File: src/rtl/ps2_keymap_pkg.sv
// rtl/ps2_keymap_pkg.sv - receiver states, special scan codes and set-2 keymap
package ps2_keymap_pkg;

  typedef enum logic [1:0] {
    RX_IDLE   = 2'd0,
    RX_DATA   = 2'd1,
    RX_PARITY = 2'd2,
    RX_STOP   = 2'd3
  } rx_state_e;

  localparam logic [7:0] CODE_EXT  = 8'hE0;
  localparam logic [7:0] CODE_BRK  = 8'hF0;
  localparam logic [7:0] CODE_CAPS = 8'h58;

  typedef struct packed {
    logic       valid;
    logic [5:0] idx;
  } keymap_entry_t;

  // Keyboard housekeeping replies (BAT ok, ack, echo, resend, overrun).
  function automatic logic is_ignored(input logic [7:0] code);
    return code inside {8'hAA, 8'hFA, 8'hEE, 8'hFE, 8'h00, 8'hFF};
  endfunction

  // 128-entry set-2 table; idx = 8*column + row of the mainboard matrix.
  // Caps Lock is deliberately absent: it drives alpha_state, not a matrix bit.
  function automatic keymap_entry_t keymap_lookup(input logic [7:0] code);
    keymap_entry_t e;
    e = '{valid: 1'b0, idx: 6'd0};
    if (!code[7]) begin
      case (code[6:0])
        7'h29: e = '{valid: 1'b1, idx: 6'd1};   // Space
        7'h5A: e = '{valid: 1'b1, idx: 6'd2};   // Enter
        7'h12: e = '{valid: 1'b1, idx: 6'd8};   // Left shift
        7'h1C: e = '{valid: 1'b1, idx: 6'd13};  // A
        7'h15: e = '{valid: 1'b1, idx: 6'd14};  // Q
        7'h1B: e = '{valid: 1'b1, idx: 6'd21};  // S
        7'h1D: e = '{valid: 1'b1, idx: 6'd22};  // W
        7'h24: e = '{valid: 1'b1, idx: 6'd30};  // E
        7'h16: e = '{valid: 1'b1, idx: 6'd36};  // 1
        7'h1E: e = '{valid: 1'b1, idx: 6'd37};  // 2
        7'h26: e = '{valid: 1'b1, idx: 6'd38};  // 3
        7'h76: e = '{valid: 1'b1, idx: 6'd40};  // Esc
        7'h66: e = '{valid: 1'b1, idx: 6'd47};  // Backspace
        default: e = '{valid: 1'b0, idx: 6'd0};
      endcase
    end
    return e;
  endfunction

endpackage

File: src/rtl/ps2_keymatrix_if.sv
// rtl/ps2_keymatrix_if.sv - PS/2 pins, clear request and decoded key outputs
interface ps2_keymatrix_if;
  logic        ps2_clk;
  logic        ps2_data;
  logic        clear_keys;
  logic [0:47] key_state;
  logic        alpha_state;
  logic [0:7]  scan_code;
  logic        scan_valid;
  logic        rx_error;

  modport slave (
    input  ps2_clk, ps2_data, clear_keys,
    output key_state, alpha_state, scan_code, scan_valid, rx_error
  );

  modport master (
    output ps2_clk, ps2_data, clear_keys,
    input  key_state, alpha_state, scan_code, scan_valid, rx_error
  );
endinterface

File: src/rtl/ps2_rx.sv
// rtl/ps2_rx.sv - PS/2 synchronizer, clock glitch filter, frame FSM and watchdog
module ps2_rx
  import ps2_keymap_pkg::*;
#(
  parameter int FILTER_LEN   = 8,
  parameter int TIMEOUT_BITS = 15
) (
  input  logic       clk,
  input  logic       reset_n,
  input  logic       ps2_clk,
  input  logic       ps2_data,
  output logic [7:0] rx_byte,
  output logic       rx_valid,
  output logic       rx_error
);
  localparam int FCW = $clog2(FILTER_LEN + 1);

  logic [1:0]              clk_sync_q, clk_sync_d;
  logic [1:0]              data_sync_q, data_sync_d;
  logic                    filt_q, filt_d;
  logic                    filt_prev_q, filt_prev_d;
  logic [FCW-1:0]          fcnt_q, fcnt_d;
  rx_state_e               state_q, state_d;
  logic [2:0]              bcnt_q, bcnt_d;
  logic [7:0]              shreg_q, shreg_d;
  logic                    par_q, par_d;
  logic [TIMEOUT_BITS-1:0] wd_q, wd_d;
  logic [7:0]              byte_q, byte_d;
  logic                    valid_q, valid_d;
  logic                    err_q, err_d;
  logic                    fall;
  logic                    din;

  assign fall     = filt_prev_q & ~filt_q;
  assign din      = data_sync_q[1];
  assign rx_byte  = byte_q;
  assign rx_valid = valid_q;
  assign rx_error = err_q;

  // Two-stage synchronizers; the filtered clock only follows after FILTER_LEN disagreeing samples.
  always_comb begin
    clk_sync_d  = {clk_sync_q[0], ps2_clk};
    data_sync_d = {data_sync_q[0], ps2_data};
    filt_d      = filt_q;
    filt_prev_d = filt_q;
    fcnt_d      = '0;
    if (clk_sync_q[1] != filt_q) begin
      if (fcnt_q == FCW'(FILTER_LEN - 1)) begin
        filt_d = clk_sync_q[1];
      end else begin
        fcnt_d = fcnt_q + 1'b1;
      end
    end
  end

  // Frame FSM: start, 8 data bits LSB first, odd parity, stop; watchdog abandons stalled frames.
  always_comb begin
    state_d = state_q;
    bcnt_d  = bcnt_q;
    shreg_d = shreg_q;
    par_d   = par_q;
    byte_d  = byte_q;
    valid_d = 1'b0;
    err_d   = 1'b0;
    wd_d    = (fall || state_q == RX_IDLE) ? '0 : wd_q + 1'b1;
    case (state_q)
      RX_IDLE: begin
        if (fall && !din) begin
          state_d = RX_DATA;
          bcnt_d  = 3'd0;
        end
      end
      RX_DATA: begin
        if (fall) begin
          shreg_d = {din, shreg_q[7:1]};
          bcnt_d  = bcnt_q + 1'b1;
          if (bcnt_q == 3'd7) state_d = RX_PARITY;
        end
      end
      RX_PARITY: begin
        if (fall) begin
          par_d   = din;
          state_d = RX_STOP;
        end
      end
      RX_STOP: begin
        if (fall) begin
          if (din && (^{shreg_q, par_q})) begin
            byte_d  = shreg_q;
            valid_d = 1'b1;
          end else begin
            err_d = 1'b1;
          end
          state_d = RX_IDLE;
        end
      end
      default: state_d = RX_IDLE;
    endcase
    if (state_q != RX_IDLE && !fall && wd_q == '1) begin
      state_d = RX_IDLE;
      valid_d = 1'b0;
      err_d   = 1'b1;
    end
  end

  // Register bank; the idle PS/2 bus is high, so synchronizers and filter reset high.
  always_ff @(posedge clk or negedge reset_n) begin
    if (!reset_n) begin
      clk_sync_q  <= 2'b11;
      data_sync_q <= 2'b11;
      filt_q      <= 1'b1;
      filt_prev_q <= 1'b1;
      fcnt_q      <= '0;
      state_q     <= RX_IDLE;
      bcnt_q      <= 3'd0;
      shreg_q     <= 8'd0;
      par_q       <= 1'b0;
      wd_q        <= '0;
      byte_q      <= 8'd0;
      valid_q     <= 1'b0;
      err_q       <= 1'b0;
    end else begin
      clk_sync_q  <= clk_sync_d;
      data_sync_q <= data_sync_d;
      filt_q      <= filt_d;
      filt_prev_q <= filt_prev_d;
      fcnt_q      <= fcnt_d;
      state_q     <= state_d;
      bcnt_q      <= bcnt_d;
      shreg_q     <= shreg_d;
      par_q       <= par_d;
      wd_q        <= wd_d;
      byte_q      <= byte_d;
      valid_q     <= valid_d;
      err_q       <= err_d;
    end
  end
endmodule

File: src/rtl/ps2_keymatrix.sv
// rtl/ps2_keymatrix.sv - set-2 scan code decoder driving the 48-key matrix and alpha lock
module ps2_keymatrix
  import ps2_keymap_pkg::*;
#(
  parameter int FILTER_LEN   = 8,
  parameter int TIMEOUT_BITS = 15
) (
  input logic            clk,
  input logic            reset_n,
  ps2_keymatrix_if.slave bus
);
  logic [7:0]    rx_byte;
  logic          rx_valid;
  logic          rx_error;
  keymap_entry_t entry;
  logic [0:47]   key_q, key_d;
  logic          alpha_q, alpha_d;
  logic          ext_q, ext_d;
  logic          brk_q, brk_d;
  logic          caps_held_q, caps_held_d;

  ps2_rx #(
    .FILTER_LEN  (FILTER_LEN),
    .TIMEOUT_BITS(TIMEOUT_BITS)
  ) u_rx (
    .clk     (clk),
    .reset_n (reset_n),
    .ps2_clk (bus.ps2_clk),
    .ps2_data(bus.ps2_data),
    .rx_byte (rx_byte),
    .rx_valid(rx_valid),
    .rx_error(rx_error)
  );

  assign bus.scan_code   = rx_byte;
  assign bus.scan_valid  = rx_valid;
  assign bus.rx_error    = rx_error;
  assign bus.key_state   = key_q;
  assign bus.alpha_state = alpha_q;

  // Prefix tracking and key updates per accepted byte; clear_keys overrides any same-cycle update.
  always_comb begin
    key_d       = key_q;
    alpha_d     = alpha_q;
    ext_d       = ext_q;
    brk_d       = brk_q;
    caps_held_d = caps_held_q;
    entry       = keymap_lookup(rx_byte);
    if (rx_valid) begin
      if (rx_byte == CODE_EXT) begin
        ext_d = 1'b1;
      end else if (rx_byte == CODE_BRK) begin
        brk_d = 1'b1;
      end else if (!is_ignored(rx_byte)) begin
        if (!ext_q) begin
          if (entry.valid && entry.idx < 6'd48) key_d[entry.idx] = ~brk_q;
          if (rx_byte == CODE_CAPS) begin
            if (brk_q) begin
              caps_held_d = 1'b0;
            end else begin
              if (!caps_held_q) alpha_d = ~alpha_q;
              caps_held_d = 1'b1;
            end
          end
        end
        ext_d = 1'b0;
        brk_d = 1'b0;
      end
    end else if (rx_error) begin
      ext_d = 1'b0;
      brk_d = 1'b0;
    end
    if (bus.clear_keys) begin
      key_d       = '0;
      ext_d       = 1'b0;
      brk_d       = 1'b0;
      caps_held_d = 1'b0;
    end
  end

  // Decoder state registers.
  always_ff @(posedge clk or negedge reset_n) begin
    if (!reset_n) begin
      key_q       <= '0;
      alpha_q     <= 1'b0;
      ext_q       <= 1'b0;
      brk_q       <= 1'b0;
      caps_held_q <= 1'b0;
    end else begin
      key_q       <= key_d;
      alpha_q     <= alpha_d;
      ext_q       <= ext_d;
      brk_q       <= brk_d;
      caps_held_q <= caps_held_d;
    end
  end
endmodule

File: src/flat_wrapper.sv
// flat-port wrapper written by rule: the top's interface ports become plain ports
module ps2_keymatrix_flat import ps2_keymap_pkg::*;
#(
  parameter int FILTER_LEN   = 8,
  parameter int TIMEOUT_BITS = 15
)
  (clk, reset_n, bus_ps2_clk, bus_ps2_data, bus_clear_keys, bus_key_state, bus_alpha_state, bus_scan_code, bus_scan_valid, bus_rx_error);
  ps2_keymatrix_if bus_i ();
  input logic clk;
  input logic reset_n;
  input wire logic [$bits(bus_i.ps2_clk)-1:0] bus_ps2_clk;
  input wire logic [$bits(bus_i.ps2_data)-1:0] bus_ps2_data;
  input wire logic [$bits(bus_i.clear_keys)-1:0] bus_clear_keys;
  output wire logic [$bits(bus_i.key_state)-1:0] bus_key_state;
  output wire logic [$bits(bus_i.alpha_state)-1:0] bus_alpha_state;
  output wire logic [$bits(bus_i.scan_code)-1:0] bus_scan_code;
  output wire logic [$bits(bus_i.scan_valid)-1:0] bus_scan_valid;
  output wire logic [$bits(bus_i.rx_error)-1:0] bus_rx_error;
  assign bus_i.ps2_clk = bus_ps2_clk;
  assign bus_i.ps2_data = bus_ps2_data;
  assign bus_i.clear_keys = bus_clear_keys;
  assign bus_key_state = bus_i.key_state;
  assign bus_alpha_state = bus_i.alpha_state;
  assign bus_scan_code = bus_i.scan_code;
  assign bus_scan_valid = bus_i.scan_valid;
  assign bus_rx_error = bus_i.rx_error;
  ps2_keymatrix #(.FILTER_LEN(FILTER_LEN), .TIMEOUT_BITS(TIMEOUT_BITS)) u_core (.clk(clk), .reset_n(reset_n), .bus(bus_i));
endmodule
File: config.mk
export PLATFORM = sky130hd
export DESIGN_NAME = ps2_keymatrix_flat
export DESIGN_NICKNAME = d
export VERILOG_FILES = /design/src/rtl/ps2_keymap_pkg.sv /design/src/rtl/ps2_keymatrix_if.sv /design/src/rtl/ps2_rx.sv /design/src/rtl/ps2_keymatrix.sv /design/src/flat_wrapper.sv
export SDC_FILE = /design/constraint.sdc
export NUM_CORES = 1
export LEC_CHECK = 0
export ABC_AREA = 1
export BUFFER_PORTS_ARGS = -buffer_cell sky130_fd_sc_hd__buf_2
export CAP_MARGIN = 10
export CORE_UTILIZATION = 42
export CTS_CLUSTER_SIZE = 14
export DETAILED_ROUTE_END_ITERATION = 8
export GPL_TIMING_DRIVEN = 0
export SETUP_SLACK_MARGIN = 0.05
export SLEW_MARGIN = 10
export SYNTH_ARGS = -nofsm -noshare
export SYNTH_HDL_FRONTEND = slang
export SYNTH_SLANG_ARGS = --single-unit
File: constraint.sdc
create_clock -name clk -period 1.7 [get_ports clk]
set_clock_uncertainty 0.05 [all_clocks]
set_input_delay 0.085 -clock clk [delete_from_list [all_inputs] [get_ports clk]]
set_output_delay 0.085 -clock clk [all_outputs]
set_load 0.02 [all_outputs]
Yosys cells after proc, flatten, opt, wreduce, memory -nomap -nowiden. Cells that the tools add are included.

Bits in registers: 101. Input bits: 5. Output and inout port bits: 59. Logic and storage cells: 158.

Add/subtract/negate cells: 3. $lt $le $gt $ge: 3. Eq/ne operators: 43. Muxes and demuxes: 51. Bitwise logic cells: 10. Reduce and logical (&&, ||, !) cells: 30.

Operators by type and width (count): 48-bit two-way mux (7); 7-bit case mux with 13 select lines (1); 8-bit == test (second input constant) (7); 7-bit by 5-bit == test with 1-bit output (second input constant) (7); 48-bit bitwise mux (1); 1-bit two-way mux (27); 7-bit by 6-bit == test with 1-bit output (second input constant) (3); 7-bit == test (second input constant) (3); 15-bit by 1-bit adder with 15-bit output (second input constant) (1); 15-bit == test (second input constant) (1); 15-bit two-way mux (1); 3-bit != test (second input constant) (5); 2-bit two-way mux (6); 4-bit by 3-bit != test with 1-bit output (second input constant) (3); 3-bit AND reduction (4); 6-bit AND reduction (2); 2-bit != test (second input constant) (5); 2-bit nonzero test (5); 9-bit XOR reduction (1); 8-bit by 7-bit == test with 1-bit output (second input constant) (1); 8-bit logical NOT (1); 4-bit two-way mux (2); 1-bit inverter (8); 2-bit case mux with 4 select lines (1); other kinds (27) (37).

Depth between registers and ports, before layout. Gate-level depths: netlist of the first run.

Depth after elaboration: 16. Depth in mapped cells: 14. Mapped depth without buffers: 14.

Hierarchy. Synthesis of the first run repeated with hierarchy kept, for this count alone.

Cell total of the unflattened synthesis: 627. Area, all modules: 5024.8 sq um.

By module, submodules not included: ps2_keymatrix (times used 1, cells an instance 346, area each 2600.0 sq um, seq. area each 1301.2 sq um); ps2_rx (times used 1, cells an instance 281, area each 2424.8 sq um, seq. area each 1233.7 sq um).

Worst setup path after synthesis of the first run. OpenSTA, ideal clock, no wires.

Path type: reg-to-reg. Start point: register u_core.u_rx.byte_q[5], in the netlist u_core.u_rx.rx_byte[5]. End point: register u_core.key_q, in the netlist u_core.bus.key_state[30]. Library setup time: 0.117 ns. Data arrival time: 1.587 ns. Data required time: 1.533 ns. Slack: -0.054 ns. Cell stages (with the launch flop): 13. Buffers on the path: 0. Clock period less this slack: 1.754 ns. Cells stage by stage: dfrtp_1 -> inv_2 -> nand2_2 -> nor2_4 -> nand2_1 -> nand2_1 -> nor2_2 -> nand2_1 -> nand3_1 -> nor2_4 -> nand2_1 -> nand2_1 -> nand2_1.

Cells in the longest elaborated chain, start to end: 16. Elaborated cells on any way between the ends: 45. Classes of those cells: order compare: 3; eq/ne: 23; mux: 12; bitwise: 1; reduce/logical: 6.

RTL lines: start, declared (line ps2_rx.sv:28) `logic [7:0] byte_q, byte_d;`; start signal, assigned (line ps2_rx.sv:133) `byte_q <= byte_d;`; 7-bit == test (tied with other cells) (line ps2_keymap_pkg.sv:31) `case (code[6:0])`; 7-bit case mux with 13 select lines (line ps2_keymap_pkg.sv:31); 7-bit two-way mux (line ps2_keymap_pkg.sv:30) `if (!code[7]) begin`; 6-bit inverter with 7-bit output (line ps2_keymatrix.sv:56) `if (entry.valid && entry.idx < 6'd48) key_d[entry.idx] = ~brk_q;`; 7-bit greater-or-equal comparator (implied by the code) or 7-bit by 1-bit < comparator with 1-bit output (tied branches) (line ps2_keymatrix.sv:56); 1-bit logical AND (implied by the code) (line ps2_keymatrix.sv:56); 1-bit two-way mux (implied by the code) (line ps2_keymatrix.sv:56); 1-bit demux with 6-bit select (line ps2_keymatrix.sv:56); 48-bit bitwise mux (line ps2_keymatrix.sv:56); 48-bit two-way mux (line ps2_keymatrix.sv:56); 48-bit two-way mux (line ps2_keymatrix.sv:55) `if (!ext_q) begin`; 48-bit two-way mux (line ps2_keymatrix.sv:54) `end else if (!is_ignored(rx_byte)) begin`; 48-bit two-way mux (line ps2_keymatrix.sv:52) `end else if (rx_byte == CODE_BRK) begin`; 48-bit two-way mux (line ps2_keymatrix.sv:50) `if (rx_byte == CODE_EXT) begin`; 48-bit two-way mux (line ps2_keymatrix.sv:49) `if (rx_valid) begin`; 48-bit two-way mux (line ps2_keymatrix.sv:73) `if (bus.clear_keys) begin`; end signal, assigned (line ps2_keymatrix.sv:90) `key_q <= key_d;`; end, declared (line ps2_keymatrix.sv:16) `logic [0:47] key_q, key_d;`.

Several ways; a longest one is shown, not always the timed one. The select of a mux whose other input is x is not followed. A chain may end at the register's enable or synchronous reset.

Worst setup path in the final report of the first run.
Start point: register u_core.u_rx.wd_q[1]. End point: register u_core.u_rx.state_q[1].

Cells in the longest elaborated chain, start to end: 4. Elaborated cells on any way between the ends: 9. Classes of those cells: eq/ne: 6; mux: 1; reduce/logical: 2.

RTL lines: start, declared (line ps2_rx.sv:27) `logic [TIMEOUT_BITS-1:0] wd_q, wd_d;`; start signal, assigned (line ps2_rx.sv:132) `wd_q <= wd_d;`; 15-bit == test * (line ps2_rx.sv:99) `if (state_q != RX_IDLE && !fall && wd_q == '1) begin`; 1-bit logical AND * (line ps2_rx.sv:99); 3-bit != test (no line) or 3-bit by 1-bit != test with 1-bit output (tied branches); 5-bit AND reduction (no line); end signal, assigned (line ps2_rx.sv:128) `state_q <= state_d;`; end, declared (line ps2_rx.sv:23) `rx_state_e state_q, state_d;`.

Mark *: on every way between the ends. The rest lies on a longest branch, timed or not.

==> qor.txt, run 1 <==
Post-synth top flop: dfrtp_1
DR WL/cell: 12.0 µm
worst setup margin: -0.134 ns
clk slew on worst S/H paths: 0.09 ns
LEAKAGE: 3.10 nW
Pins Over Slew Limit: 0
syn_nets: 595
Final Critical Period: 1.83 ns
synthesized cell area: 0.00472 mm²
RSZ-0062 raised after global routing: true
Die Y-Extent: 108 µm
Die X: 108 µm
min-delay src: bus_clear_keys
Mapped Cells: 582
Max Fanout on Critical Path: 4
final setup vio count: 29
Placed Instances: 786
Max Clk Rate: 545 MHz
TritonRoute pass-1 iters: 4
Hold Crit Depth: 4
Congestion Overflow GR: 0
Initial Util: 43.4%
total track usage: 18.6%
Root Driver: clkbuf_8
Reg area: 0.00255 mm²
critical path class: flip-flop to flip-flop
DRC: 0
DRT iter0 DRCs: 184
row count: 38
placed instance area: 0.00531 mm²
clock sinks: 101
PwrDens: 899 mW/mm²
Port Buf Inserts: 63
Layout Cells excl Fill: 839
Slew HR: 66.9%
post-synthesis sequential area ratio: 53.7%
Netlist cell types: 31
CTS Buffer Depth: 2
Synth Register Bits: 101
status: complete, but fails checks
DP Wirelength: 6.95 mm
CTS tree: yes
Worst-Skew Late Latency: 0.38 ns
GP Congestion: 0.825
worst slack at placement: -0.319 ns
io pins: 64
Critical Path Start Type: flip-flop
failing checks: negative setup slack
crit path launch: u_core.u_rx.wd_q[1]
R2R depth: 14
Final Cycle Share: 108%
Avg Inst Size Synth: 8.12 µm²
Max H-tree Level: 3
fraction of registers with async set/reset: 100%
FF-to-FF Start: u_core.u_rx.wd_q[1]
P&R area growth vs syn: 30.6%
full die area: 0.0117 mm²
routed wire length: 10.0 mm
via count: 3862
EDFF count, synth: 0
NumNets Final: 707
total design power: 0.00555 W
flop2flop setup slack: -0.13 ns
type of the worst min-delay path: primary input to flip-flop
layout cells sized above 1: 33.6%
Final Hold Fails: 0
largest net degree at the start of global routing: 67
area taken by multi-input logic gates: 0.00219 mm²
core box area: 0.0109 mm²
Post-DRT Antenna Nets: 0
worst vdd ir: 0.787 mV
Antenna Cells: 0
Least-Margin Pin Slew: 0.497 ns
vias per inst: 4.60
critical path required time: 1.92 ns
first-pass GRT wire length: 16.9 mm
max cap viols: 0
YS warnings: 0
total CTS buffers: 9
Final Cell Area: 0.00617 mm²
initial antenna violation count: 0
fillcell total: 958
vias in the first global route: 3702
Critical Path AT: 2.06 ns
crit path capture type: flip-flop
final core occ: 56.7%
[kinds of logic (layout without fill, tap and decap cells)]
family / count (synthesis) / after routing / share of synthesized area (%)
AO/OA/AOI/OAI: 38 / 38 / 4.32
XOR/XNOR: 11 / 11 / 2.04
flip-flops: 101 / 101 / 53.7
multiplexers: 2 / 2 / 0.477
AND/OR/NAND/NOR: 319 / 319 / 29.1
buffers and inverters: 103 / 220 / 8.24
adder cells (fa/ha/maj): 8 / 8 / 2.12
[repair_timing]
item,4_1_cts,5_1_grt
endpoints found under the setup margin,41,52
gates resized for setup,63,36
setup buffers,27,8
hold buffers,3,0
cloned,0,0
pin swaps,32,17
hold endpoints to repair,37,0
[worst paths after layout]
path,to
max,u_core.u_rx.state_q[1]
min in group asynchronous,u_core.bus.key_state[2]
max reg2reg,u_core.u_rx.state_q[1]
min,u_core.bus.key_state[47]
min reg2reg,u_core.u_rx.data_sync_q[1]
max in group asynchronous,u_core.u_rx.data_sync_q[0]
[routing by layer]
layer  GRT usage (%)  routed length (µm)  up-vias
li1                -                   -     1998
met1            23.6                4700     1803
met2            31.3                4910       51
met3            4.40                 296       10
met4            6.07                 131        0
met5               0                   0        -
[synth_stat cells, drive strengths merged, types with 3 or more instances]
| cell | number | area share, % |
|---|---|---|
| a21oi | 6 | 0.64 |
| nor3 | 12 | 1.5 |
| o21ai | 28 | 3.0 |
| dfstp | 6 | 3.3 |
| nand4 | 5 | 0.66 |
| xnor2 | 9 | 1.7 |
| dfrtp | 95 | 50 |
| nand2 | 148 | 12 |
| ha | 8 | 2.1 |
| inv | 93 | 7.4 |
| nor2 | 117 | 10 |
| clkbuf | 6 | 0.48 |
| nand3 | 30 | 3.6 |
| nand3b | 3 | 0.48 |
[cell usage in the layout, fill, tap and decap left out, types with 3 or more instances in the layout]
cell,n
a21oi_1,5
nor2_4,19
nand2_4,4
clkbuf_8,9
dfrtp_2,10
inv_1,83
dlygate4sd3_1,3
nand3_4,7
dfstp_2,6
nand2_2,28
nand4_1,5
nor3_2,3
o21ai_1,5
clkbuf_1,8
xnor2_1,8
nand3_1,18
ha_1,6
nand3b_1,3
inv_2,10
o21ai_0,21
buf_2,63
dfrtp_1,85
nor2_2,13
nand3_2,5
buf_4,31
nand2_1,116
nor2_1,85
buf_6,5
nor3_1,7
[registers in the layout, indices dropped and copies added, names as in the netlist]
register                 flops
u_core.ext_q                 1
u_core.bus.alpha_state       1
u_core.u_rx.data_sync_q      2
u_core.u_rx.bcnt_q           3
u_core.u_rx.par_q            1
u_core.u_rx.filt_prev_q      1
u_core.u_rx.fcnt_q           4
u_core.u_rx.shreg_q          8
u_core.brk_q                 1
u_core.u_rx.filt_prev_d      1
u_core.u_rx.wd_q            15
u_core.u_rx.rx_byte          8
u_core.bus.key_state        48
u_core.caps_held_q           1
u_core.u_rx.state_q          2
u_core.u_rx.rx_error         1
u_core.u_rx.clk_sync_q       2
u_core.u_rx.rx_valid         1
[per-stage QoR]
step	hold slack (ns)	TNS [ns]
5_1_grt	0.0681	-6.00
3_3_place_gp	0.141	-54.21
3_5_place_dp	0.0351	-5.12
6_report	0.0367	-1.73
4_1_cts	0.0177	-1.78
2_1_floorplan	-0.261	-0.0757
[power by group]
| part | leakage (nW) | internal (W) | switching (W) |
|---|---|---|---|
| sequential | 1.36 | 0.00258 | 0.000133 |
| combinational | 1.63 | 0.000452 | 0.000719 |
| clock | 0.108 | 0.000836 | 0.000828 |
[layout make-up]
class                           instances  share of cell area (%)
Inverter                               95                    5.84
Clock buffer                           11                    2.13
Sequential cell                       101                    41.3
Timing Repair Buffer                  101                    10.5
Multi-Input combinational cell        378                    35.5
Clock inverter                          5                    1.34
Tap cell                              140                    2.84
Buffer                                  8                   0.568
[critical path, cell delays in order, from the launching register on]
cell and delay [ns]:
dfrtp_1 0.37, ha_2 0.19, nand2_2 0.08, nor2_4 0.13
nand2_2 0.06, nor2_2 0.09, nand2_1 0.09, nor2_2 0.12
nand2_2 0.09, nor2_4 0.11, nand3_2 0.11, nand2_1 0.08
nand2_1 0.06, nand2_1 0.06, nand2_1 0.05
(Power assumes the default switching activity.)
==> run 2: changes to the inputs <==
Settings changed: TNS_END_PERCENT from default to 20.
==> run 2 against run 1 <==
Against the previous run:
- the run still ends with negative setup slack left
- sequential share of layout area shrank 0.41 points
- global-route usage shrank 0.74 points
- count of clock-buffer cells in the layout shrank 1
- first-iteration DRC count grew 32%
- clock power is essentially flat
- setup slack lost 0.079 ns
- register-to-register slack lost 0.08 ns
- combinational power shrank 6%
- largest cell class unchanged
- critical endpoint is now u_core.bus.key_state[13]
- sequential power is essentially flat
- total power shrank 0.95%
==> qor.txt, run 2 (synthesis results as in run 1) <==
io pins: 64 (unchanged)
DRT iter0 DRCs: 242 (+32%)
critical path required time: 1.91 ns (about the same)
most frequent cells in the layout: 109 x nand2_1, 87 x dfrtp_1, 85 x inv_1
max cap viols: 0 (unchanged)
total track usage: 17.9% (-0.74 points)
most common cell after layout, fill and taps aside: nand2_1
Reg area: 0.00254 mm² (about the same)
Layout Cells excl Fill: 832 (-0.83%)
Slew HR: 58.5% (-8.4 points)
DP Wirelength: 6.75 mm (-2.8%)
flop2flop setup slack: -0.21 ns (-0.08 ns)
clk slew on worst S/H paths: 0.10 ns (about the same)
Port Buf Inserts: 63 (unchanged)
Post-DRT Antenna Nets: 0 (unchanged)
Congestion Overflow GR: 0 (unchanged)
Pins Over Slew Limit: 0 (unchanged)
Final Hold Fails: 0 (unchanged)
worst vdd ir: 0.602 mV (-23%)
Critical Path Start Type: flip-flop
DRC: 0 (unchanged)
Antenna Cells: 0 (unchanged)
crit path capture type: flip-flop
Worst-Skew Late Latency: 0.36 ns (-0.02 ns)
Max Clk Rate: 523 MHz (-4.1%)
Critical Path AT: 2.12 ns (+0.06 ns)
Max H-tree Level: 3 (unchanged)
GP Congestion: 0.840 (+1.8%)
CTS Buffer Depth: 2 (unchanged)
core box area: 0.0109 mm² (unchanged)
Die Y-Extent: 108 µm (unchanged)
row count: 38 (unchanged)
Root Driver: clkbuf_8
layout cells sized above 1: 34.2% (+0.63 points)
Placed Instances: 786 (unchanged)
CTS tree: yes
final core occ: 57.2% (+0.52 points)
LEAKAGE: 3.18 nW (+2.4%)
routed wire length: 10.6 mm (+5.9%)
total design power: 0.00549 W (-0.95%)
max FFs per register: 48 (unchanged)
fillcell total: 973 (+1.6%)
area taken by multi-input logic gates: 0.00227 mm² (+3.7%)
initial antenna violation count: 0 (unchanged)
first-pass GRT wire length: 16.5 mm (-2.4%)
TritonRoute pass-1 iters: 4 (unchanged)
status: complete, but fails checks
clock sinks: 101 (unchanged)
Final Critical Period: 1.91 ns (+0.0793 ns)
total CTS buffers: 9 (unchanged)
Initial Util: 43.4% (unchanged)
critical path class: flip-flop to flip-flop
largest net degree at the start of global routing: 55 (-18%)
PwrDens: 883 mW/mm² (-1.8%)
full die area: 0.0117 mm² (unchanged)
DR WL/cell: 12.8 µm (+6.8%)
vias in the first global route: 3647 (-1.5%)
failing checks: negative setup slack
via count: 3976 (+3.0%)
final setup vio count: 18 (-38%)
P&R area growth vs syn: 31.8%
Die X: 108 µm (unchanged)
Least-Margin Pin Slew: 0.623 ns (+0.126 ns)
RSZ-0062 raised after global routing: true
Final Cycle Share: 113% (+4.7 points)
Max Fanout on Critical Path: 7 (+3)
NumNets Final: 700 (-0.99%)
worst setup margin: -0.213 ns (-0.0793 ns)
vias per inst: 4.78 (+3.8%)
type of the worst min-delay path: primary input to flip-flop
hold slack: 0.0423 ns (+0.00560 ns)
## run 2: cell count changes in the layout (fill, tap and decap cells not counted), moves of 3 or more
cell / delta
buf_4: -7
clkbuf_1: -3
inv_2: -3
nand2_1: -7
nand2_4: +7
nand3_1: -3
nor2_4: +3
o21ai_2: +3
## run 2: per-stage QoR
step,setup slack [ns],cell area (µm²),TNS [ns]
after floorplan,-0.0380,4760,-0.0948
after global routing,-0.339,6230,-6.61
after global placement,-0.745,5250,-59.46
final,-0.213,6230,-2.54
after detailed placement,-0.344,5280,-5.83
after CTS,-0.170,5690,-1.59
## run 2: cell type report
class | instances | area share [%]
Multi-Input combinational cell | 378 | 36.4
Timing Repair Buffer | 94 | 9.81
Sequential cell | 101 | 40.9
Inverter | 95 | 5.83
Clock buffer | 10 | 2.21
Buffer | 8 | 0.643
Tap cell | 140 | 2.81
Clock inverter | 6 | 1.39
## run 2: metal layers
layer  vias to the layer above  GRT usage [%]  wire length (µm)
li1                       1985              -                 -
met1                      1922           23.4              4790
met2                        52           29.6              5380
met3                        17           3.38               287
met4                         0           6.36               181
met5                         -              0                 0
## run 2: repair_timing
item	CTS	global route
endpoints found under the hold margin	43	0
resized for setup	29	99
pin swaps	3	33
hold buffers	3	0
endpoints found under the setup margin	39	47
setup buffers	7	20
## run 2: path summary, 6_finish.rpt
check	start	end	depth (start not counted)
setup / recovery	u_core.u_rx.rx_byte[5]	u_core.bus.key_state[13]	13
hold / removal	bus_clear_keys	u_core.bus.key_state[47]	4
setup reg to reg	u_core.u_rx.rx_byte[5]	u_core.bus.key_state[13]	13
hold reg to reg	u_core.u_rx.data_sync_q[0]	u_core.u_rx.data_sync_q[1]	0
max in group asynchronous	reset_n	u_core.bus.key_state[39]	3
min in group asynchronous	reset_n	u_core.u_rx.shreg_q[5]	2
## run 2: where the power goes
| part | total (W) | switching, W | internal [W] | leakage, nW |
|---|---|---|---|---|
| Combinational | 0.00110 | 0.000688 | 0.000414 | 1.70 |
| Clock | 0.00169 | 0.000824 | 0.000867 | 0.112 |
| Sequential | 0.00270 | 0.000125 | 0.00258 | 1.37 |
| Total | 0.00549 | 0.00164 | 0.00386 | 3.18 |
## run 2: worst max-delay path, cell delays in order, from the launching register on
cell	delay, ns
dfrtp_2	0.47
inv_2	0.11
nand2_4	0.06
nor2_4	0.12
buf_12	0.15
nand2_4	0.09
nand3_4	0.09
nor2_4	0.05
nor2_4	0.13
nand3_4	0.11
nor2_4	0.20
nand2_1	0.08
nand2_1	0.06
nand2_1	0.04
